--- config.mk ---
export PLATFORM = sky130hd
export DESIGN_NAME = mem_dump_engine
export DESIGN_NICKNAME = d
export VERILOG_FILES = /design/src/rtl/rv_dump_pkg.sv /design/src/rtl/dump_out_stage.sv /design/src/rtl/mem_dump_engine.sv
export SDC_FILE = /design/constraint.sdc
export NUM_CORES = 1
export LEC_CHECK = 0
export CAP_MARGIN = 25
export CORE_MARGIN = 4
export CORE_UTILIZATION = 50
export CTS_CLUSTER_DIAMETER = 60
export DETAILED_ROUTE_END_ITERATION = 10
export GPL_ROUTABILITY_DRIVEN = 0
export GPL_TIMING_DRIVEN = 0
export PLACE_DENSITY_LB_ADDON = 0.12
export SLEW_MARGIN = 0
export SYNTH_ARGS = -nofsm -noshare
export SYNTH_HDL_FRONTEND = slang
export SYNTH_HIERARCHICAL = 1
export SYNTH_SLANG_ARGS = --single-unit
--- constraint.sdc ---
create_clock -name clock -period 4.9 [get_ports clock]
set_clock_uncertainty 0.15 [all_clocks]
set_input_delay 0.98 -clock clock [delete_from_list [all_inputs] [get_ports clock]]
set_output_delay 0.98 -clock clock [all_outputs]
set_load 0.1 [all_outputs]
--- src/rtl/rv_dump_pkg.sv ---
// rv_dump_pkg: FSM encoding, beat record and beat-address helper shared by mem_dump_engine
package rv_dump_pkg;
    localparam logic [2:0] S_IDLE    = 3'd0;
    localparam logic [2:0] S_READ    = 3'd1;
    localparam logic [2:0] S_CAPTURE = 3'd2;
    localparam logic [2:0] S_SEND    = 3'd3;
    localparam logic [2:0] S_FIN     = 3'd4;
    localparam int BEAT_SHIFT = 2;
    typedef struct packed {
        logic [31:0] addr;
        logic [31:0] data;
    } beat_t;
    function automatic logic [31:0] beat_addr(input logic [31:0] index);
        return index << BEAT_SHIFT;
    endfunction
endpackage

--- src/rtl/dump_out_stage.sv ---
// dump_out_stage: registered output beat, held unchanged until the consumer takes it
module dump_out_stage
    import rv_dump_pkg::*;
(
    input  logic  clock,
    input  logic  reset,
    input  logic  load,
    input  logic  ready,
    input  beat_t beat,
    output logic  valid,
    output beat_t q
);
    always_ff @(posedge clock or negedge reset) begin
        if (!reset) begin
            valid <= 1'b0;
            q     <= '0;
        end else begin
            if (load) q <= beat;
            valid <= load || (valid && !ready);
        end
    end
endmodule

--- src/rtl/mem_dump_engine.sv ---
// mem_dump_engine: streams DEPTH words of data memory out as (byte address, data) beats.
// Optional DUMP_CHECKSUM_EN appends one beat carrying the XOR of all words at address DEPTH*4.
module mem_dump_engine
    import rv_dump_pkg::*;
#(
    parameter int DEPTH = 1024,
    parameter int AW    = 10
) (
    input  logic          clock,
    input  logic          reset,
    input  logic          start,
    output logic [AW-1:0] mem_addr,
    input  logic [31:0]   mem_rdata,
    output logic          out_valid,
    input  logic          out_ready,
    output logic [31:0]   out_addr,
    output logic [31:0]   out_data,
    output logic          busy,
    output logic          done
);
    logic [2:0]    state;
    logic [AW-1:0] index;
    logic          hs, last, load, to_fin;
    beat_t         beat, q;
    assign hs   = out_valid && out_ready;
    assign last = index == AW'(DEPTH - 1);
`ifdef DUMP_CHECKSUM_EN
    logic [31:0] acc;
    logic        ck;
    always_ff @(posedge clock or negedge reset) begin
        if (!reset) begin
            acc <= '0;
            ck  <= 1'b0;
        end else if (state == S_IDLE && start) begin
            acc <= '0;
            ck  <= 1'b0;
        end else begin
            if (state == S_CAPTURE) acc <= acc ^ mem_rdata;
            if (hs && last) ck <= 1'b1;
        end
    end
`endif
    // the checksum beat is reloaded in place on the last data handshake, so SEND stays put
    always_comb begin
        load   = state == S_CAPTURE;
        beat   = '{beat_addr(32'(index)), mem_rdata};
        to_fin = hs && last;
`ifdef DUMP_CHECKSUM_EN
        if (hs && last && !ck) begin
            load = 1'b1;
            beat = '{beat_addr(32'(DEPTH)), acc};
        end
        to_fin = hs && ck;
`endif
    end
    always_ff @(posedge clock or negedge reset) begin
        if (!reset) begin
            state <= S_IDLE;
            index <= '0;
        end else begin
            case (state)
                S_IDLE:    if (start) begin
                    state <= S_READ;
                    index <= '0;
                end
                S_READ:    state <= S_CAPTURE;
                S_CAPTURE: state <= S_SEND;
                S_SEND:    if (to_fin) state <= S_FIN;
                    else if (hs && !last) begin
                        state <= S_READ;
                        index <= index + AW'(1);
                    end
                default:   state <= S_IDLE;
            endcase
        end
    end
    dump_out_stage u_out (
        .clock(clock),
        .reset(reset),
        .load (load),
        .ready(out_ready),
        .beat (beat),
        .valid(out_valid),
        .q    (q)
    );
    assign out_addr = q.addr;
    assign out_data = q.data;
    assign mem_addr = index;
    assign busy     = state == S_READ || state == S_CAPTURE || state == S_SEND;
    assign done     = state == S_FIN;
endmodule

==> metrics.md <==
| Metric | Value |
|---|---|
| Worst Path Arrival | `roughly 2.3 ns` |
| Critical path type | `reg2out` |
| Die extent in x | `between 90 and 100 µm` |
| Initial core utilization | `a little over half` |
| Register area share after synthesis | `between 50% and 60%` |
| Fmax | `about 300 MHz` |
| Proportion of layout cells with a drive suffix above 1 | `approximately 26%` |
| Max-slew headroom | `approximately a third` |
| Critical Path Fanout Max | `8` |
| Placeable Area | `approximately 0.0065 mm²` |
| Chip Height | `approximately 90 µm` |
| Min-delay worst type | `reg2reg` |
| Hold-critical path depth | `1` |
| GRT Overall Usage | `between 10% and 20%` |
| Synth top area cells | `dfrtp_1 57%, mux2_4 22%, mux2_2 5.0%, buf_6 2.3%, o31ai_1 1.1%` |
| Hold buffers post-CTS | `0` |
| GRT overflow | `0` |
| H-tree depth | `3` |
| First-pass DRT Iterations | `4` |
| DRT Wirelength | `around 7300 µm` |
| Setup TNS | `0 ns` |
| Detailed Place HPWL | `5340 µm` |
| Critical Path Source Type | `register` |
| Number of flops mapped to enable cells by yosys | `0` |
| Remaining DRCs | `0` |
| Worst-Skew Late Latency | `around 0.33 ns` |
| Post-synth top area share | `between 50% and 60%` |
| Outcome | `complete, no violations` |
| Synthesized cell area | `around 0.0034 mm²` |
| # diodes | `0` |
| Worst R2R Path Depth | `5` |
| Routed Antenna Nets | `0` |
| Clk sinks | `a little under 80` |
| Area delta synth->final | `44.5%` |
| Count leader, synth | `dfrtp_1` |
| Placed cell areas | `0.00471 mm²` |
| Hold endpoint | `u_out/q[32]` |
| PortBufs | `approximately 110` |
| MaxCap Viol Count | `0` |
| Worst hold start | `u_out/q[32]` |
| WL per Instance | `about 16 µm` |
| List of most frequent post-synthesis cells | `78 x dfrtp_1, 49 x mux2_4, 15 x mux2_2` |
| Unrepaired setup endpoints after global routing | `no` |
| Ys async rst share | `100%` |
| Ys flop type | `dfrtp_1` |
| Distinct cell type count after synthesis | `38` |
| # rows | `29` |
| R2R setup slack | `between 2 and 3 ns` |
| Reg2reg end | `mem_addr[2]` |
| Final hold vios | `0` |
| Pins Over Slew Limit | `0` |
| Final Cycle Share | `between 60% and 70%` |
| IO Pins | `approximately 110` |
| Number of synthesized register bits | `slightly below 80` |
| Via count | `2285` |
| WP data required | `~3.8 ns` |
| # placed instances | `431` |
| Via density | `5.11` |
| Cells after Synth | `220` |
| First-pass GRT wire length | `11700 µm` |
| Actual slew at the worst max-slew pin | `around 1.0 ns` |
| Syn. warnings | `6` |
| Setup violation total in the final timing report | `0` |
| Longest Clk Path Bufs | `2` |
| TritonCTS clock tree | `yes` |
| CTS Buf Count | `9` |
| Initial antenna violation count | `0` |
| Syn avg cell area | `about 15 µm²` |
| Hold slack | `roughly 0.36 ns` |
| Post-route cell area | `0.00491 mm²` |
| Root Buffer | `clkbuf_8` |
| Non-Filler Instances | `around 450` |
| Resized Gates After CTS | `0` |
| Iter 0 DRT Violations | `111` |
| Clock-pin transition on the worst setup and hold timing paths | `~0.07 ns` |
| CP Capture Type | `output pin` |
| Cell taking the most area after synthesis | `dfrtp_1` |
| Setup Buffers After CTS | `0` |
| Period minus WS final | `between 3 and 4 ns` |
| Worst r2r src | `mem_addr[0]` |
| Layout net count | `approximately 400` |
| Die ar. | `roughly 0.0082 mm²` |
| Largest net degree at the start of global routing | `41` |
| Vias in the first global route | `between 2000 and 2500` |
-- per-layer routing --
layer | up-vias | global-route usage [%] | part of all wire [%]
li1 | 1077 | - | -
met1 | 1129 | 23.2 | 44
met2 | 73 | 29.5 | 49
met3 | 6 | 4.42 | 5.7
met4 | 0 | 5.74 | 1.0
met5 | - | 0 | 0
-- layout by cell type (no fill, tap or decap), drive strengths merged, types with 2 or more instances in the layout --
| cell | instances |
|---|---|
| nor3b | 2 |
| nand4 | 4 |
| nand3 | 5 |
| nand3b | 3 |
| and3b | 2 |
| and4 | 3 |
| clkdlybuf4s50 | 111 |
| nor2 | 6 |
| a21oi | 7 |
| clkbuf | 11 |
| conb | 22 |
| dfrtp | 78 |
| buf | 10 |
| clkinv | 4 |
| o31ai | 5 |
| o21ai | 5 |
| inv | 2 |
| mux2 | 64 |
| or4 | 4 |
| nor4 | 2 |
| and3 | 2 |
| nand2 | 2 |
-- logic make-up after synthesis --
kind of cell	synth area share (%)
compound gates	4.90
fa+ha+maj	0.368
buf+inv	2.80
flops	57.5
mux	26.6
other cells	0.110
simple gates	7.70
-- flip-flops by register name, indices dropped and copies added (netlist names) --
| signal | count |
|---|---|
| u_out/valid | 1 |
| state | 3 |
| mem_addr | 10 |
| u_out/q | 64 |
-- cell type report --
cell class,instances,area (µm²)
flip-flops and latches,78,1950
clock inverters,6,61.3
fillers,435,1550
multi-input cells,152,1430
well taps,77,96.3
plain buffers,9,87.6
inverters,2,7.51
repair buffers,113,1140
clock buffers,10,138
-- worst max-delay path by stage --
stage / start / end / slack, ns
2_1_floorplan: state[2] / busy / 1.99
3_3_place_gp: reset / u_out/q[0] / -0.03
3_5_place_dp: state[1] / done / 1.86
4_1_cts: state[1] / done / 1.49
5_1_grt: state[1] / done / 1.40
6_report: state[1] / done / 1.50
-- worst max-delay path: stages, from the launching register on --
cell and delay, ns:
dfrtp_1 0.46, nor2_1 0.20, and2_1 0.15, clkdlybuf4s50_1 1.13
-- through the flow --
stage / utilization, % / setup WS, ns
CTS: 76.0 / 1.49
global route: 76.0 / 1.40
floorplan: - / 1.99
finish: 76.0 / 1.50
global placement: 72.6 / -0.0350
detailed placement: 72.9 / 1.86
Power is left out: the tool's default activity adds up to more than one toggle a clock period on the data nets, which glitch-free logic cannot reach.
